===== src/rtl/sipo_deser.sv =====
// sipo_deser: serial-in/parallel-out deserializer.
//
// Collects the single-bit stream from the upstream retiming flop into
// WIDTH-bit words. The first bit received becomes the word MSB. Each
// completed word goes into a one-entry holding register behind a
// valid/ready handshake. A completed word that cannot enter the holding
// register is dropped, and overrun pulses for one cycle.
//
// Optional feature macro: SIPO_PARITY_EN
//   defined   : each word is followed by one even-parity bit. parity_err
//               is loaded with data_out and is high when the XOR of the
//               data bits and the parity bit is 1.
//   undefined : words are WIDTH bits and parity_err is tied to 0.
//
// Ports:
//   clk            in   system clock, rising edge
//   rst            in   asynchronous active-high reset
//   d_in           in   serial data bit
//   d_in_valid     in   d_in is sampled this cycle
//   d_in_sof       in   start of frame; d_in becomes bit 0 of a new word
//   data_out       out  assembled word (MSB = first bit received)
//   data_out_valid out  holding register full
//   data_out_ready in   downstream accepts data_out
//   overrun        out  one-cycle pulse: a completed word was dropped
//   parity_err     out  parity status of the held word
module sipo_deser #(
  parameter int WIDTH = 8
) (
  input  logic             clk,
  input  logic             rst,
  input  logic             d_in,
  input  logic             d_in_valid,
  input  logic             d_in_sof,
  output logic [WIDTH-1:0] data_out,
  output logic             data_out_valid,
  input  logic             data_out_ready,
  output logic             overrun,
  output logic             parity_err
);

  localparam int CW = $clog2(WIDTH);
  localparam logic [CW-1:0] CNT_ZERO = {CW{1'b0}};
  localparam logic [CW-1:0] CNT_ONE  = CW'(1);
  localparam logic [CW-1:0] CNT_LAST = CW'(WIDTH - 1);

  logic [WIDTH-1:0] shreg_q, shreg_d;
  logic [CW-1:0]    cnt_q, cnt_d;
  logic [WIDTH-1:0] data_q, data_d;
  logic             valid_q, valid_d;
  logic             ovr_q, ovr_d;
  logic [WIDTH-1:0] shift_s;
  logic [WIDTH-1:0] word_s;
  logic             done_s;

`ifdef SIPO_PARITY_EN
  localparam logic [0:0] ST_SHIFT  = 1'b0;
  localparam logic [0:0] ST_PARITY = 1'b1;

  logic [0:0] state_q, state_d;
  logic       perr_q, perr_d;
  logic       perr_s;

  // High when the data bits and the received even-parity bit disagree.
  function automatic logic even_par_err(input logic [WIDTH-1:0] w, input logic p);
    even_par_err = (^w) ^ p;
  endfunction
`endif

  assign shift_s = {shreg_q[WIDTH-2:0], d_in};

  // Bit assembly: shifting, bit counting and word completion.
  always_comb begin
    shreg_d = shreg_q;
    cnt_d   = cnt_q;
    done_s  = 1'b0;
    word_s  = shift_s;
`ifdef SIPO_PARITY_EN
    state_d = state_q;
    perr_s  = 1'b0;
`endif
    if (d_in_valid) begin
      if (d_in_sof) begin
        // Resync: drop the partial word; this bit starts a fresh word.
        shreg_d = {{(WIDTH-1){1'b0}}, d_in};
        cnt_d   = CNT_ONE;
`ifdef SIPO_PARITY_EN
        state_d = ST_SHIFT;
`endif
      end else begin
`ifdef SIPO_PARITY_EN
        case (state_q)
          ST_PARITY: begin
            // Parity bit is not shifted in; the data word is already in shreg_q.
            done_s  = 1'b1;
            word_s  = shreg_q;
            perr_s  = even_par_err(shreg_q, d_in);
            cnt_d   = CNT_ZERO;
            state_d = ST_SHIFT;
          end
          ST_SHIFT: begin
            shreg_d = shift_s;
            if (cnt_q == CNT_LAST) begin
              cnt_d   = CNT_ZERO;
              state_d = ST_PARITY;
            end else begin
              cnt_d = cnt_q + CNT_ONE;
            end
          end
          default: begin
            cnt_d   = CNT_ZERO;
            state_d = ST_SHIFT;
          end
        endcase
`else
        shreg_d = shift_s;
        if (cnt_q == CNT_LAST) begin
          done_s = 1'b1;
          cnt_d  = CNT_ZERO;
        end else begin
          cnt_d = cnt_q + CNT_ONE;
        end
`endif
      end
    end else begin
      shreg_d = shreg_q;
    end
  end

  // Holding register: load on completion if empty or draining, else drop.
  always_comb begin
    data_d  = data_q;
    valid_d = valid_q;
    ovr_d   = 1'b0;
`ifdef SIPO_PARITY_EN
    perr_d  = perr_q;
`endif
    if (done_s) begin
      if (!valid_q || data_out_ready) begin
        data_d  = word_s;
        valid_d = 1'b1;
`ifdef SIPO_PARITY_EN
        perr_d  = perr_s;
`endif
      end else begin
        ovr_d = 1'b1;
      end
    end else if (valid_q && data_out_ready) begin
      valid_d = 1'b0;
    end else begin
      valid_d = valid_q;
    end
  end

  // State registers.
  always_ff @(posedge clk or posedge rst) begin
    if (rst) begin
      shreg_q <= {WIDTH{1'b0}};
      cnt_q   <= CNT_ZERO;
      data_q  <= {WIDTH{1'b0}};
      valid_q <= 1'b0;
      ovr_q   <= 1'b0;
`ifdef SIPO_PARITY_EN
      state_q <= ST_SHIFT;
      perr_q  <= 1'b0;
`endif
    end else begin
      shreg_q <= shreg_d;
      cnt_q   <= cnt_d;
      data_q  <= data_d;
      valid_q <= valid_d;
      ovr_q   <= ovr_d;
`ifdef SIPO_PARITY_EN
      state_q <= state_d;
      perr_q  <= perr_d;
`endif
    end
  end

  assign data_out       = data_q;
  assign data_out_valid = valid_q;
  assign overrun        = ovr_q;
`ifdef SIPO_PARITY_EN
  assign parity_err     = perr_q;
`else
  assign parity_err     = 1'b0;
`endif

endmodule

===== config.mk =====
export PLATFORM = sky130hd
export DESIGN_NAME = sipo_deser
export DESIGN_NICKNAME = d
export VERILOG_FILES = /design/src/rtl/sipo_deser.sv
export SDC_FILE = /design/constraint.sdc
export NUM_CORES = 1
export LEC_CHECK = 0
export CORE_UTILIZATION = 30
export DETAILED_ROUTE_END_ITERATION = 6
export PLACE_DENSITY = 0.51
export SLEW_MARGIN = 20
export SYNTH_ARGS = -nofsm -noshare
export SYNTH_HDL_FRONTEND = slang
export SYNTH_SLANG_ARGS = --single-unit

===== constraint.sdc =====
create_clock -name clk -period 1.79 [get_ports clk]
set_input_delay 0.2685 -clock clk [delete_from_list [all_inputs] [get_ports clk]]
set_output_delay 0.2685 -clock clk [all_outputs]
set_load 0.02 [all_outputs]

# == Word-level counts from Yosys, hierarchy flattened ==
# Index checks and enable logic that the tools add are counted.
# totals
in_bits,6
out_inout_bits,11
regBits,20
# classes
n_eq_ne,2
reduce_logical,6
mux,11
addsub,1
# op_table
op,count
$mux 1,8
$mux 7,1
$mux 3,2
$reduce_and 2->1,2
$add 3x1->3 const B,1
$eq 3x3->1 const B,1
$ne 2x1->1 const B,1
$reduce_bool 2->1,1
$logic_and 1x1->1,1
$logic_not 1->1,1
$logic_or 1x1->1,1

# == Logic depth before layout (Yosys ltp) ==
# Gate-level depths: netlist of run 1.
# logic_depth
depth_word,6
depth_mapped,6
ltp_nobuf,5

# == Worst setup path after synthesis of run 1 ==
# Ideal clock, no wire load.
# synth_path
path_type,register to register
start,reg cnt_q[0]
end,reg data_q[0] (netlist: data_out[0])
setup_ns,0.125
synth_period_minus_slack_ns,1.451
setup_slack_ns,0.339
stages_incl_launch_ff,7
path_buffers,1
required_ns,1.665
t_arrival_ns,1.326
path_cell_list,dfrtp_1 -> ha_1 -> ha_1 -> nand3b_4 -> nor2b_2 -> buf_6 -> mux2_4
# synth_via
elab_chain_cells,5
# synth_rtl
element,line,rtl
"start, declared",47,"logic [CW-1:0] cnt_q, cnt_d;"
"start signal, assigned",168,cnt_q <= cnt_d;
$eq 3x3->1,116,if (cnt_q == CNT_LAST) begin
$mux 1,116,
$mux 1,82,if (d_in_sof) begin
$mux 1,81,if (d_in_valid) begin
$reduce_and 2->1 (no source line),n/a,
"end signal, assigned",159,data_q <= {WIDTH{1'b0}};
"end signal, assigned",169,data_q <= data_d;
"end, declared",48,"logic [WIDTH-1:0] data_q, data_d;"
# Every way passes these cells.
# A chain may end at the register's enable or synchronous reset.

# == Final worst setup path of run 1 ==
# layout_path
start,reg cnt_q[0]
end,reg data_q[6] (netlist: data_out[6])
# The elaborated chain is that of the path after synthesis.

==> impl_results.md, run 1 <==
* Clk buf depth at 2
* Full die area at 3100 sq um
* Count leader, synth: dfrtp_1
* Final min period at roughly 1.6 ns
* Clock sink count at 20
* FP Rows at 19
* Pre-CTS setup slack at 0.136 ns
* Fillers at about 260
* PnR worst setup slack at about 0.21 ns
* Clock Latency Late Sink at 0.30 ns
* IO buf count at 15
* Initial Utilization at 31.6%
* Cts repair resizes at 0
* Core ar. at 2730 sq um
* Die Y at 55.7 um
* First-pass GRT wire length at 2.50 mm
* Met3 wire len at 46 um
* Critical Path AT at between 1.5 and 2 ns
* GRT Overall Usage at 10.6%
* Fin Setup TNS at 0 ns
* Post-CTS Setup Bufs at 0
* Met1 wire length at 682 um
* Post-layout nets at 100
* Data required, critical path at 1.97 ns
* Clock transition at path regs at 0.12 ns
* Top cell type's share of synthesized area at 57.9%
* Final Max Slew Viols at 0
* Synth top cells by count: dfrtp_1, inv_1, nand2_1
* Max H-tree Level at 1
* Antenna cells at 0
* Iteration-0 DRC Markers at 5
* GP Congestion at 0.736
* Post-synth top area cell: dfrtp_1
* Max Clock Freq at between 0.6 and 0.7 GHz
* Vias after detailed routing at 529
* Primary FF master, synth: dfrtp_1
* Final antenna-violating net count at 0
* EDFF count, synth at 0
* Post-Syn Nets at 79
* Outcome: complete, no violations
* Final hold vios at 0
* Sequential element share of the synthesized area at ~58%
* Drt first pass iters at 4
* Fin crit share at 88.5%
* Synthesized area per cell at 12.2 sq um
* Cell variety after synth at 19
* CP Capture Type: flip-flop
* Highest Signal Layer: met4
* Max Cap Viol at 0
* Final setup vio count at 0
* Avg WL per Cell at 11.8 um
* Leakage at 0.000533 uW
* DRC errors left at 0
* Ys async rst share at 100%
* Syn. warnings at 0
* Share of cells above drive strength 1 at between 20% and 30%
* Clock tree root driver cell: clkbuf_4
* RSZ-0062 raised after global routing: false
* Post-Route WL at 1.44 mm
* FF+latch count, synth at 20
* Crit Path Class: reg -> reg
* Worst clock skew at 0.00965 ns
* Mapped Area at 865 sq um
* CP max FO at 5
* Post-DP HPWL at 1.04 mm
* Gate Count Post-Synth at 71
* Routed wire length on met2 at 682 um
* Initial antenna violation count at 0
* Min-delay worst type: in -> async
* Vias per inst at 4.34
* Worst VDD drop at 400 uV
* Ports at 17
* Setup crit start kind: flip-flop
* Die X at 55.7 um
* Largest net degree at the start of global routing at 21
* Power Density at 968 nW/um^2
* Total grt overflow at 0
* Area Overhead vs Synth at 29.1%
* Synth area leaders: dfrtp_1, mux2_4, inv_1
* CTS tree: built
* Hold bufs inserted after CTS at 0
* Vias in the first global route at 514
* Clock buffer count from CTS at 3
## final timing paths
check	startpoint	endpoint	slack (ns)	depth (start not counted)
setup / recovery	cnt_q[0]$_DFFE_PP0P_	data_out[6]$_DFFE_PP0P_	0.21	6
min in group clk	shreg_q[6]$_DFFE_PP0P_	data_out[7]$_DFFE_PP0P_	0.52	1
hold / removal	rst	data_out[1]$_DFFE_PP0P_	0.29	3
max in group asynchronous	rst	data_out[6]$_DFFE_PP0P_	1.27	3
hold reg to reg	shreg_q[6]$_DFFE_PP0P_	data_out[7]$_DFFE_PP0P_	0.52	1
setup reg to reg	cnt_q[0]$_DFFE_PP0P_	data_out[6]$_DFFE_PP0P_	0.21	6
## power by group
part | internal, uW | switching [uW] | total [uW]
clock network | 226 | 136 | 362
logic | 109 | 87.7 | 197
registers | 496 | 26.8 | 523
## cell type report
cell class,instances,area (sq um),share of cell area (%)
Tap cell,31,38.8,3.48
Timing Repair Buffer,20,188,16.8
Sequential cell,20,500,44.8
Clock buffer,3,22.5,2.02
Inverter,9,33.8,3.03
Clock inverter,1,30.0,2.69
Multi-Input combinational cell,38,303,27.1
## through the flow
step	total power (uW)	util, %	hold WS (ns)	area (sq um)	cells
CTS	1100	40.8	0.283	1120	122
floorplan	646	-	0.232	865	71
global placement	728	38.9	0.494	1060	118
detailed placement	731	38.9	0.492	1060	118
global route	1150	40.8	0.313	1120	122
finish	1080	40.8	0.293	1120	122
## state kept, by name, summed over array words and instances (netlist names)
signal,flops
cnt_q,3
overrun,1
shreg_q,7
data_out_valid,1
data_out,8
## layout by cell type, fill, tap and decap left out, types with 2 or more instances in the layout
master / instances
buf_4: 5
ha_1: 2
o22ai_1: 5
mux2_4: 8
o21ai_0: 3
clkdlybuf4s50_1: 15
clkbuf_4: 3
inv_1: 9
nand2_1: 9
nor2_1: 4
dfrtp_1: 20
## layer usage
| layer | track usage [%] | vias up |
|---|---|---|
| met2 | 16.0 | 9 |
| li1 | - | 265 |
| met3 | 1.63 | 2 |
| met4 | 7.50 | 0 |
| met5 | 0 | - |
| met1 | 13.7 | 253 |
## logic make-up (layout without fill, tap and decap cells)
| logic type | after synthesis | after routing | share of synthesized area (%) |
|---|---|---|---|
| and+or+nand+nor | 17 | 17 | 10.6 |
| adders and majority gates | 2 | 2 | 2.89 |
| AOI/OAI and AO/OA | 9 | 9 | 5.93 |
| DFF | 20 | 20 | 57.9 |
| buffers and inverters | 13 | 33 | 7.09 |
| other | 1 | 1 | 0.434 |
| muxes | 9 | 9 | 15.2 |
## worst max-delay path: stages (launching register included)
cell      delay, ns
dfrtp_1        0.40
ha_1           0.17
ha_1           0.21
nand3b_4       0.10
nor2b_2        0.13
buf_4          0.17
mux2_4         0.30
Note: power is estimated with default switching activity, not from simulation.
==> inputs of run 2 (changes only) <==
==> constraint.sdc (replaced) <==
create_clock -name clk -period 1.65 [get_ports clk]
set_input_delay 0.2475 -clock clk [delete_from_list [all_inputs] [get_ports clk]]
set_output_delay 0.2475 -clock clk [all_outputs]
set_load 0.02 [all_outputs]
==> run 2 against run 1 <==
Compared with the run above:
- first-iteration DRC count increased by 140%
- critical path type unchanged
- global-route usage about the same
- final cell count increased by 0.82%
- maximum frequency increased by 2.0%
- non-clock buffer count increased by 1
- combinational power increased by 11%
- sequential share of layout area decreased by 0.30 points
==> impl_results.md, run 2 (synthesized netlist as in run 1, its figures left out) <==
* Leakage at 0.000538 uW
* Full die area at approximately 3100 sq um
* Final antenna-violating net count at 0
* Drt first pass iters at 2
* GP Congestion at 0.732
* Final Power at around 1200 uW
* Pre-CTS setup slack at 0.0129 ns
* Ports at 17
* Power Density at 1050 nW/um^2
* Total grt overflow at 0
* Avg WL per Cell at 11.6 um
* Clk buf depth at 2
* Initial antenna violation count at 0
* Worst VDD drop at 454 uV
* Fin Setup TNS at 0 ns
* Initial Utilization at a little under a third
* Max Clock Freq at roughly 0.64 GHz
* FF-to-FF Start: cnt_q[0]$_DFFE_PP0P_
* Iteration-0 DRC Markers at 12
* Cts repair resizes at 0
* CP Capture Type: flip-flop
* Data required, critical path at between 1.5 and 2 ns
* Post-layout nets at 101
* Critical Path AT at roughly 1.7 ns
* First-pass GRT wire length at approximately 2.5 mm
* Min-delay worst type: in -> async
* Clock tree root driver cell: clkbuf_4
* GRT Overall Usage at 10.6%
* Crit Path Class: reg -> reg
* Die Y at 55.7 um
* Outcome: complete, no violations
* Post-route cell area at 1120 sq um
* Largest net degree at the start of global routing at 21
* Commonest non-fill, non-tap cell in the layout: dfrtp_1
* Final Max Slew Viols at 0
* CTS tree: built
* DRC errors left at 0
* Clock sink count at 20
* Final min period at 1.55 ns
* Fillers at 260
* Hold bufs inserted after CTS at 0
* Setup crit start kind: flip-flop
* RSZ-0062 raised after global routing: false
* PnR worst setup slack at 0.0982 ns
* Area Overhead vs Synth at 30.0%
* R2R cell count at 6
* FP Rows at 19
* Most frequent cells in the layout: dfrtp_1, clkdlybuf4s50_1, nand2_1, inv_1, mux2_4
* Post-DP HPWL at 1.02 mm
* Die X at between 50 and 60 um
* Vias after detailed routing at 536
* Share of cells above drive strength 1 at a little under a quarter
* Max Cap Viol at 0
* Core ar. at roughly 2700 sq um
* Antenna cells at 0
* Final hold vios at 0
* Max H-tree Level at 1
* Placed insts at 118
* Clock Latency Late Sink at 0.30 ns
* Fin crit share at 94.1%
* Post-Route WL at approximately 1.4 mm
* Clock transition at path regs at 0.13 ns
* Clock buffer count from CTS at 3
* Vias per inst at 4.36
* Worst clock skew at ~0.015 ns
* CP max FO at 5
* Largest register FFs at 8
* Non-filler cells, final at 123
* IO buf count at 15
* Vias in the first global route at 557
* Beginning of the critical path: cnt_q[0]$_DFFE_PP0P_
* Final setup vio count at 0
* Placed inst area at 1060 sq um
==> run 2: worst paths after layout <==
path                       slack, ns                          to
setup / recovery                 0.1     data_out[6]$_DFFE_PP0P_
hold / removal                  0.25      shreg_q[5]$_DFFE_PP0P_
setup reg to reg                 0.1     data_out[6]$_DFFE_PP0P_
hold reg to reg                 0.52     data_out[7]$_DFFE_PP0P_
max in group asynchronous       1.17  data_out_valid$_DFFE_PP0P_
min in group clk                0.52     data_out[7]$_DFFE_PP0P_
==> run 2: per-layer routing <==
layer	up-vias	track usage, %	part of all wire [%]
li1	269	-	-
met4	0	8.57	1.9
met1	256	13.3	46
met5	-	0	0
met2	9	16.4	49
met3	2	1.40	3.0
==> run 2: worst max-delay path, cell delays in order, from the launching register on <==
cell,delay [ns]
dfrtp_1,0.38
ha_1,0.16
ha_1,0.21
nand3b_4,0.10
nor2b_2,0.13
buf_4,0.17
mux2_4,0.30
==> run 2: metrics by stage <==
step,hold WS (ns),utilization [%]
after floorplan,0.211,-
after global placement,0.493,38.9
after detailed placement,0.492,38.9
after CTS,0.262,40.8
after global routing,0.289,41.1
final,0.255,41.1
==> run 2: layout make-up <==
| class | count | area (sq um) | area share, % |
|---|---|---|---|
| inverter | 9 | 33.8 | 3.01 |
| clock buffer | 3 | 22.5 | 2.00 |
| timing repair buffer | 21 | 195 | 17.4 |
| clock inverter | 1 | 30.0 | 2.67 |
| multi-input combinational | 38 | 303 | 26.9 |
| tap | 31 | 38.8 | 3.45 |
| sequential | 20 | 500 | 44.5 |
==> run 2: timing repair <==
action,4_1_cts,5_1_grt
setup buffers,0,1
setup endpoints to repair,0,2
endpoints found under the hold margin,0,0
==> run 2: power by group <==
part | switching, uW | leakage (uW) | internal [uW]
Clock | 154 | 0.0000279 | 245
Sequential | 27.9 | 0.000268 | 538
Combinational | 96.3 | 0.000241 | 122
Total | 278 | 0.000538 | 905
